[config.mk]
export PLATFORM = sky130hd
export DESIGN_NAME = spi_controller
export DESIGN_NICKNAME = d
export VERILOG_FILES = /design/src/rtl/spi_pkg.sv /design/src/rtl/spi_controller_clk_gen.sv /design/src/rtl/spi_controller.sv
export SDC_FILE = /design/constraint.sdc
export NUM_CORES = 1
export LEC_CHECK = 0
export CORE_ASPECT_RATIO = 0.6
export CORE_UTILIZATION = 37
export DETAILED_ROUTE_END_ITERATION = 16
export GPL_ROUTABILITY_DRIVEN = 1
export PLACE_DENSITY = 0.63
export SLEW_MARGIN = 30
export SYNTH_ARGS = -nofsm -noshare
export SYNTH_HDL_FRONTEND = slang
export SYNTH_SLANG_ARGS = --single-unit
[constraint.sdc]
create_clock -name clk -period 5.3 [get_ports clk]
set_clock_uncertainty 0.1 [all_clocks]
set_input_delay 1.06 -clock clk [delete_from_list [all_inputs] [get_ports clk]]
set_output_delay 1.06 -clock clk [all_outputs]
set_load 0.01 [all_outputs]
[src/rtl/spi_pkg.sv]
// spi_pkg: frame widths, peripheral register map and FSM
// state type shared by the SPI Mode 0 controller files.
package spi_pkg;

  localparam int FRAME_W = 16;
  localparam int ADDR_W  = 7;
  localparam int DATA_W  = 8;

  localparam logic [ADDR_W-1:0] REG_EN_OUT_7_0  = 7'd0;
  localparam logic [ADDR_W-1:0] REG_EN_OUT_15_8 = 7'd1;
  localparam logic [ADDR_W-1:0] REG_EN_PWM_7_0  = 7'd2;
  localparam logic [ADDR_W-1:0] REG_EN_PWM_15_8 = 7'd3;
  localparam logic [ADDR_W-1:0] REG_PWM_DUTY    = 7'd4;

  typedef enum logic [2:0] {
    ST_IDLE,
    ST_SETUP,
    ST_SHIFT,
    ST_HOLD,
    ST_GAP
  } spi_state_e;

  function automatic logic [FRAME_W-1:0] pack_frame(
    input logic              rw,
    input logic [ADDR_W-1:0] addr,
    input logic [DATA_W-1:0] data
  );
    return {rw, addr, data};
  endfunction

endpackage

[src/rtl/spi_controller_clk_gen.sv]
// spi_clk_gen: half-period divider, SCLK toggle flop and
// half-period (edge) counter with rise/fall strobes.
module spi_clk_gen (
  input  logic       clk,
  input  logic       rst,
  input  logic       en,
  input  logic       clr,
  input  logic       tog_en,
  input  logic [7:0] div_top,
  output logic       half_done,
  output logic       rise,
  output logic       fall,
  output logic       sclk,
  output logic [4:0] edge_cnt
);

  logic [7:0] hcnt_q, hcnt_d;
  logic [4:0] edge_q, edge_d;
  logic       sclk_q, sclk_d;

  assign half_done = en && (hcnt_q == div_top);
  assign rise      = tog_en && half_done && !sclk_q;
  assign fall      = tog_en && half_done && sclk_q;
  assign sclk      = sclk_q;
  assign edge_cnt  = edge_q;

  // Divider wraps each half-period; edge count restarts per state.
  always_comb begin
    hcnt_d = hcnt_q + 8'd1;
    if (!en || half_done) hcnt_d = '0;
    edge_d = edge_q;
    if (clr) edge_d = '0;
    else if (half_done) edge_d = edge_q + 5'd1;
    sclk_d = sclk_q ^ (tog_en && half_done);
  end

  // Divider, edge counter and SCLK registers.
  always_ff @(posedge clk) begin
    if (rst) begin
      hcnt_q <= '0;
      edge_q <= '0;
      sclk_q <= 1'b0;
    end else begin
      hcnt_q <= hcnt_d;
      edge_q <= edge_d;
      sclk_q <= sclk_d;
    end
  end

endmodule

[src/rtl/spi_controller.sv]
// spi_controller: SPI Mode 0 frame writer (16-bit, MSB first).
// Optional CIPO readback under macro SPI_CTRL_READBACK_EN.
module spi_controller
  import spi_pkg::*;
#(
  parameter int CLK_DIV    = 4,
  parameter int GAP_HALVES = 2
) (
  input  logic              clk,
  input  logic              rst,
  input  logic              req_valid,
  output logic              req_ready,
  input  logic              req_rw,
  input  logic [ADDR_W-1:0] req_addr,
  input  logic [DATA_W-1:0] req_data,
  output logic              SCLK,
  output logic              COPI,
  output logic              nCS,
  output logic              busy,
  output logic              done
`ifdef SPI_CTRL_READBACK_EN
  ,
  input  logic              CIPO,
  output logic [DATA_W-1:0] rsp_data
`endif
);

  spi_state_e         state_q, state_d;
  logic [FRAME_W-1:0] sr_q, sr_d;
  logic               ncs_q, ncs_d;
  logic               done_q, done_d;
  logic               half_done, rise, fall, sclk;
  logic               accept, last_gap;
  logic [4:0]         edge_cnt;
  logic [7:0]         div_top;

  assign accept   = (state_q == ST_IDLE) && req_valid;
  // Last gap half is one cycle short: the done cycle in IDLE
  // completes the nCS-high gap, so back-to-back gaps are exact.
  assign last_gap = (state_q == ST_GAP) &&
                    (edge_cnt == 5'(GAP_HALVES - 1));
  assign div_top  = last_gap ? 8'(CLK_DIV - 2) : 8'(CLK_DIV - 1);

  spi_clk_gen u_clk_gen (
    .clk       (clk),
    .rst       (rst),
    .en        (state_q != ST_IDLE),
    .clr       (state_d != state_q),
    .tog_en    (state_q == ST_SHIFT),
    .div_top   (div_top),
    .half_done (half_done),
    .rise      (rise),
    .fall      (fall),
    .sclk      (sclk),
    .edge_cnt  (edge_cnt)
  );

  assign req_ready = (state_q == ST_IDLE);
  assign busy      = (state_q != ST_IDLE);
  assign SCLK      = sclk;
  assign COPI      = sr_q[FRAME_W-1];
  assign nCS       = ncs_q;
  assign done      = done_q;

  // Frame sequencing: setup, 32 SCLK half-periods, hold, gap.
  always_comb begin
    state_d = state_q;
    unique case (state_q)
      ST_IDLE:  if (req_valid) state_d = ST_SETUP;
      ST_SETUP: if (half_done) state_d = ST_SHIFT;
      ST_SHIFT: if (half_done && edge_cnt == 5'd31) state_d = ST_HOLD;
      ST_HOLD:  if (half_done) state_d = ST_GAP;
      ST_GAP:   if (half_done && last_gap) state_d = ST_IDLE;
      default:  state_d = ST_IDLE;
    endcase
  end

  // Shift register and registered pin/strobe values.
  always_comb begin
    sr_d = sr_q;
    if (accept) sr_d = pack_frame(req_rw, req_addr, req_data);
    else if (fall && edge_cnt != 5'd31) sr_d = {sr_q[FRAME_W-2:0], 1'b0};
    else if (state_q == ST_HOLD && half_done) sr_d = '0;
    ncs_d  = (state_d == ST_IDLE) || (state_d == ST_GAP);
    done_d = (state_q == ST_GAP) && (state_d == ST_IDLE);
  end

  // State, shift register and pin flops.
  always_ff @(posedge clk) begin
    if (rst) begin
      state_q <= ST_IDLE;
      sr_q    <= '0;
      ncs_q   <= 1'b1;
      done_q  <= 1'b0;
    end else begin
      state_q <= state_d;
      sr_q    <= sr_d;
      ncs_q   <= ncs_d;
      done_q  <= done_d;
    end
  end

`ifdef SPI_CTRL_READBACK_EN
  logic              rw_q, rw_d;
  logic [DATA_W-1:0] rx_q, rx_d, rsp_q, rsp_d;

  // Capture CIPO on rising edges 9..16 of read frames.
  always_comb begin
    rw_d  = rw_q;
    rx_d  = rx_q;
    rsp_d = rsp_q;
    if (accept) rw_d = req_rw;
    if (rise && edge_cnt[4] && !rw_q) rx_d = {rx_q[DATA_W-2:0], CIPO};
    if (done_d && !rw_q) rsp_d = rx_q;
  end

  // Readback registers.
  always_ff @(posedge clk) begin
    if (rst) begin
      rw_q  <= 1'b0;
      rx_q  <= '0;
      rsp_q <= '0;
    end else begin
      rw_q  <= rw_d;
      rx_q  <= rx_d;
      rsp_q <= rsp_d;
    end
  end

  assign rsp_data = rsp_q;
`else
  logic unused;
  assign unused = rise;
`endif

endmodule

### Word-level counts from Yosys, hierarchy flattened

Index checks and enable logic that the tools add are counted.

| storage, ports and cells | value |
|---|---|
| register bits after elaboration | 35 |
| bits of input ports | 19 |
| output and inout bits | 6 |
| logic and storage cells | 49 |

| cells by class | value |
|---|---|
| add/sub/neg operators | 2 |
| eq/ne operators | 10 |
| muxes and demuxes | 10 |
| bitwise gates (word level) | 1 |
| reduce and logical (&&, ||, !) cells | 19 |

Operator list:

| kind | number |
|---|---|
| 16-bit two-way mux | 3 |
| 3-bit two-way mux | 5 |
| 3-bit one-hot mux with 5 select lines | 1 |
| 1-bit logical AND | 10 |
| 8-bit by 1-bit adder with 8-bit output (second input constant) | 1 |
| 8-bit by 2-bit == test with 1-bit output | 1 |
| 3-bit by 2-bit == test with 1-bit output (second input constant) | 2 |
| 3-bit == test (second input constant) | 2 |
| 3-bit logical NOT | 2 |
| 3-bit nonzero test | 2 |
| 5-bit by 1-bit adder with 5-bit output (second input constant) | 1 |
| 5-bit by 1-bit == test with 1-bit output (second input constant) | 1 |
| 5-bit == test (second input constant) | 1 |
| 5-bit inequality test (second input constant) | 1 |
| 2-bit OR reduction | 2 |
| 3-bit by 1-bit == test with 1-bit output (second input constant) | 1 |
| 3-bit inequality test | 1 |
| 1-bit logical OR | 2 |
| 1-bit logical NOT | 1 |
| 1-bit two-way mux | 1 |
| 1-bit bitwise XOR | 1 |

### Logic depth before layout (Yosys ltp)

| logic depth | value |
|---|---|
| depth after elaboration | 10 |
| depth in mapped cells | 11 |
| mapped depth without buffers | 8 |

### Modules after synthesis

A second synthesis with hierarchy kept.

| second synthesis, totals | value |
|---|---|
| cell total of the unflattened synthesis | 205 |
| area, all modules | 1944.4 um2 |

Modules (own cells, without submodules):

| module | instances | cells each | area an instance (um2) | sequential area each (um2) |
|---|---|---|---|---|
| spi_controller | 1 | 129 | 1201.2 | 420.4 |
| spi_clk_gen | 1 | 76 | 743.2 | 280.3 |

### Least setup slack after synthesis

No wires, ideal clock.

| timing path | value |
|---|---|
| path type | reg2reg |
| from | reg u_clk_gen.hcnt_q[5] |
| to | reg sr_q[7] |
| setup time | 0.133 ns |
| arrival time | 2.410 ns |
| data required time | 5.067 ns |
| setup slack | 2.657 ns |
| stages on the path, launching flop included | 12 |
| path buffers | 3 |
| clock period less this slack | 2.643 ns |
| path through | dfxtp_1 > nor4b_4 > nand2_1 > clkbuf_1 > nor4bb_1 > ha_1 > nor2b_1 > clkbuf_1 > a41oi_1 > clkbuf_1 > nand3_1 > a31oi_1 |

| on the way | value |
|---|---|
| word-level cells in the longest chain between the ends | 7 |
| elaborated cells between the ends (all ways) | 9 |
| those cells by class | 1 x eq/ne; 2 x mux; 6 x reduce/logical |

RTL lines:

| item | RTL line | source |
|---|---|---|
| from (decl) | spi_controller_clk_gen.sv:17 | `logic [7:0] hcnt_q, hcnt_d;` |
| from (signal assigned) | spi_controller_clk_gen.sv:44 | `hcnt_q <= hcnt_d;` |
| 8-bit by 2-bit == test with 1-bit output * | spi_controller_clk_gen.sv:21 | `assign half_done = en && (hcnt_q == div_top);` |
| 1-bit logical AND * | spi_controller_clk_gen.sv:21 |  |
| 1-bit logical AND | n/a |  |
| 1-bit logical AND | spi_controller_clk_gen.sv:23 | `assign fall = tog_en && half_done && sclk_q;` |
| 1-bit logical AND | spi_controller.sv:82 | `else if (fall && edge_cnt != 5'd31) sr_d = {sr_q[FRAME_W-2:0], 1'b0};` |
| 16-bit two-way mux | spi_controller.sv:82 |  |
| 16-bit two-way mux | spi_controller.sv:81 | `if (accept) sr_d = pack_frame(req_rw, req_addr, req_data);` |
| to (signal assigned) | spi_controller.sv:97 | `sr_q <= sr_d;` |
| to (decl) | spi_controller.sv:29 | `logic [FRAME_W-1:0] sr_q, sr_d;` |

Every way passes the cells marked *; elsewhere a longest branch is shown, timed or not.
A chain may end at the register's enable or synchronous reset.

### Final worst setup path

| timing path | value |
|---|---|
| from | reg state_q[2] |
| to | out req_ready |

| on the way | value |
|---|---|
| word-level cells in the longest chain between the ends | 1 |

RTL lines:

| item | RTL line | source |
|---|---|---|
| from (decl) | spi_controller.sv:28 | `spi_state_e state_q, state_d;` |
| from (signal assigned) | spi_controller.sv:96 | `state_q <= state_d;` |
| 3-bit logical NOT | spi_controller.sv:58 | `assign req_ready = (state_q == ST_IDLE);` |
| to (decl) | spi_controller.sv:12 | `output logic req_ready,` |

No other way between the ends.

==> results.md <==
* CTS root buf: clkbuf_8
* IO Port Bufs at 24
* Cell area after synthesis at 1830 um^2
* Crit-path cells: nor3_1, clkdlybuf4s50_1
* Post-synth top flop: dfxtp_1
* Max-slew violations at 0
* FF+latch area at 701 um^2
* Power Dens Cells at 275 nW/um^2
* Die Width at 92.9 um
* Sw frac at 0.276
* Min Hold Slack at 0.373 ns
* Slowest stage cell, crit path: clkdlybuf4s50_1
* Hold Fails Final Rpt at 0
* Setup Buffers After CTS at 0
* Die Ht at 56.5 um
* Global-route usage over all layers at 0.170
* RR Startpoint: u_clk_gen.hcnt_q[5]$_SDFF_PP0_
* CP Launch Point: state_q[2]$_SDFF_PP0_
* Reg power frac at 0.519
* Setup TNS at 0 ns
* Leakage dissipation at 0.755 nW
* Area of the multi-input gates at 1050 um^2
* Hold crit path type: flip-flop to flip-flop
* Hpwl dp at 2890 um
* Most Used Layer, Global Route: met1
* Switching power at 0.166 mW
* Detailed router's first-iteration violation count at 114
* Proportion of synthesized chip area in sequential cells at 0.382
* H-tree depth at 2
* Core Box Area at 4660 um^2
* Outcome: finished, final reports clean
* Cell count along the critical path at 2
* Fillcell total at 465
* Share of cells above drive strength 1 at 0.0844
* Synth warnings at 0
* Buf+Inv Stages, Crit Path at 1
* Drt via density at 5.53
* Combinational power share at 0.154
* Global-route wire length before repair at 7000 um
* Leading cell types in the layout, fill and taps excluded: 46 x nand3_1, 35 x dfxtp_1, 23 x clkdlybuf4s50_1, 21 x nand2_1, 21 x a31oi_1
* Clk pwr share at 0.326
* Worst Tran Pin Value at 0.892 ns
* IO Count at 25
* First drt pass iteration count at 4
* Crit Path Category: flip-flop to output port
* Critical Path End: req_ready
* Clock buffer depth at 2
* GRT met1 Usage at 0.278
* EDFF count, synth at 0
* Post-cts gate resize count at 0
* Flops & latches, synth at 35
* Library cells used by synthesis at 48
* Max incr delay on CP at 0.64 ns
* Critical path fanouts, max at 12
* RSZ-0062 raised after global routing: false
* Largest net degree at the start of global routing at 32
* Int Power at 0.434 mW
* Crit. End Element: output port
* TritonCTS clock tree: done
* Clock tree sinks at 35
* DRC Markers at 0
* R2r endpoint: sr_q[15]$_SDFFE_PP0P_
* # setup viols final at 0
* Final min period at 3.06 ns
* Slew HR at 0.404
* Crit share post-route at 0.578
* Crit start category: flip-flop
* Delay-heaviest family, CP: buffers and inverters
* Antenna-violating nets left at 0
* Number of global-route vias before repair at 1,409
* Clk_lat worst skew at 0.29 ns
* R2R cell count at 10
* Total grt overflow at 0
* CP required at 4.14 ns
* Post-Route WL at 4150 um
* Area growth, synth to finish at 19.0%
* R2r setup slk at 2.27 ns
* Starting density of the core at 0.394
* Post-route cell area at 2180 um^2
* # diodes at 0
* Die area at 5250 um^2
* Async set or reset register ratio after synthesis at 0
* Fmax at 326 MHz
* Initial antenna violation count at 0
* DR WL/cell at 13.8 um
* Synthesized area per cell at 8.30 um^2
* DR vias at 1,659
* Reg clk slew, reported paths at 0.07 ns
* Gpl congestion at 0.761
* Max cap viols at 0
* Most common cell after layout, fill and taps aside: nand3_1
* Number of CTS-inserted buffers at 5
* Rows at 19
* M2 GR Usage at 0.204
* Crit path DAT at 1.90 ns
* Met3 GRT Util at 0.0474
* Synth Net Count at 245
* Layout Nets at 261
* Hold_buf cts at 0
* Placement Cell Area at 2090 um^2
* Syn Inst Count at 221
* Max IR drop VDD at 0.108 mV
## worst min path at each step
stage	start	end	slack, ns	cells after the start
after CTS	sr_q[0]$_SDFFE_PP0P_	sr_q[0]$_SDFFE_PP0P_	0.38	2
after global routing	sr_q[6]$_SDFFE_PP0P_	sr_q[6]$_SDFFE_PP0P_	0.40	2
final	sr_q[0]$_SDFFE_PP0P_	sr_q[0]$_SDFFE_PP0P_	0.37	2
after detailed placement	sr_q[0]$_SDFFE_PP0P_	sr_q[0]$_SDFFE_PP0P_	0.37	2
after global placement	sr_q[12]$_SDFFE_PP0P_	sr_q[12]$_SDFFE_PP0P_	0.37	2
after floorplan	sr_q[0]$_SDFFE_PP0P_	sr_q[0]$_SDFFE_PP0P_	0.35	2
## sequential cells by signal (all words and copies together), names as in the netlist
signal              flops
done                    1
nCS                     1
sr_q                   16
state_q                 3
u_clk_gen.edge_cnt      5
u_clk_gen.hcnt_q        8
u_clk_gen.sclk          1
## per-layer routing
layer | part of all wire | vias to the layer above | wire (um)
li1 | - | 846 | -
met1 | 0.55 | 752 | 2270
met2 | 0.37 | 59 | 1550
met3 | 0.072 | 2 | 298
met4 | 0.0051 | 0 | 21
met5 | 0 | - | 0
## area by class of cell
class / count / area share
Multi-Input combinational cell: 165 / 0.481
Tap cell: 63 / 0.0361
Sequential cell: 35 / 0.321
Inverter: 4 / 0.00688
Clock inverter: 1 / 0.00229
Clock buffer: 6 / 0.0378
Timing Repair Buffer: 26 / 0.115
## cell usage after synthesis (all sizes together), types with 2 or more instances
master | instances | area (um^2)
nor4bb | 2 | 20.0
mux2i | 2 | 20.0
a21oi | 5 | 28.8
buf | 4 | 25.0
nor3b | 3 | 22.5
a31oi | 21 | 131
dfxtp | 35 | 701
nor4b | 2 | 32.5
or3 | 3 | 18.8
nor3 | 12 | 65.1
a21o | 2 | 15.0
o21ai | 3 | 15.0
and3 | 3 | 18.8
nor4 | 2 | 12.5
or2 | 2 | 12.5
clkbuf | 13 | 48.8
inv | 4 | 15.0
or4b | 2 | 20.0
xor2 | 7 | 61.3
nor2b | 3 | 18.8
ha | 5 | 62.6
nand3 | 46 | 230
and2 | 2 | 12.5
nand2 | 21 | 78.8
mux2 | 2 | 26.3
## tightest hold or removal path: stages (launching register included)
cell and delay, ns:
dfxtp_1 0.31, nand3_1 0.06, a21oi_1 0.06
## through the flow
step / util / std cells / power, mW / worst slack, ns
floorplan: - / 221 / 0.373 / 2.66
global placement: 0.450 / 293 / 0.407 / 2.01
detailed placement: 0.450 / 293 / 0.407 / 1.92
CTS: 0.468 / 300 / 0.600 / 2.24
global route: 0.469 / 300 / 0.630 / 1.97
finish: 0.469 / 300 / 0.600 / 2.24
## power by group through the flow
| stage | clock [mW] | combinational, mW | sequential (mW) |
|---|---|---|---|
| global placement | 0 | 0.0919 | 0.315 |
| floorplan | 0 | 0.0650 | 0.308 |
| CTS | 0.198 | 0.0923 | 0.310 |
| finish | 0.196 | 0.0925 | 0.312 |
| detailed placement | 0 | 0.0916 | 0.316 |
| global route | 0.211 | 0.104 | 0.315 |
## kinds of logic after synthesis
group | after synthesis | share of synthesized area
multiplexers | 4 | 0.0252
flip-flops | 35 | 0.382
buffers and inverters | 21 | 0.0484
XOR/XNOR | 8 | 0.0382
adder cells (fa/ha/maj) | 5 | 0.0341
AO/OA/AOI/OAI | 40 | 0.148
AND/OR/NAND/NOR | 108 | 0.324
No activity file was read; power rests on OpenSTA's default activity.
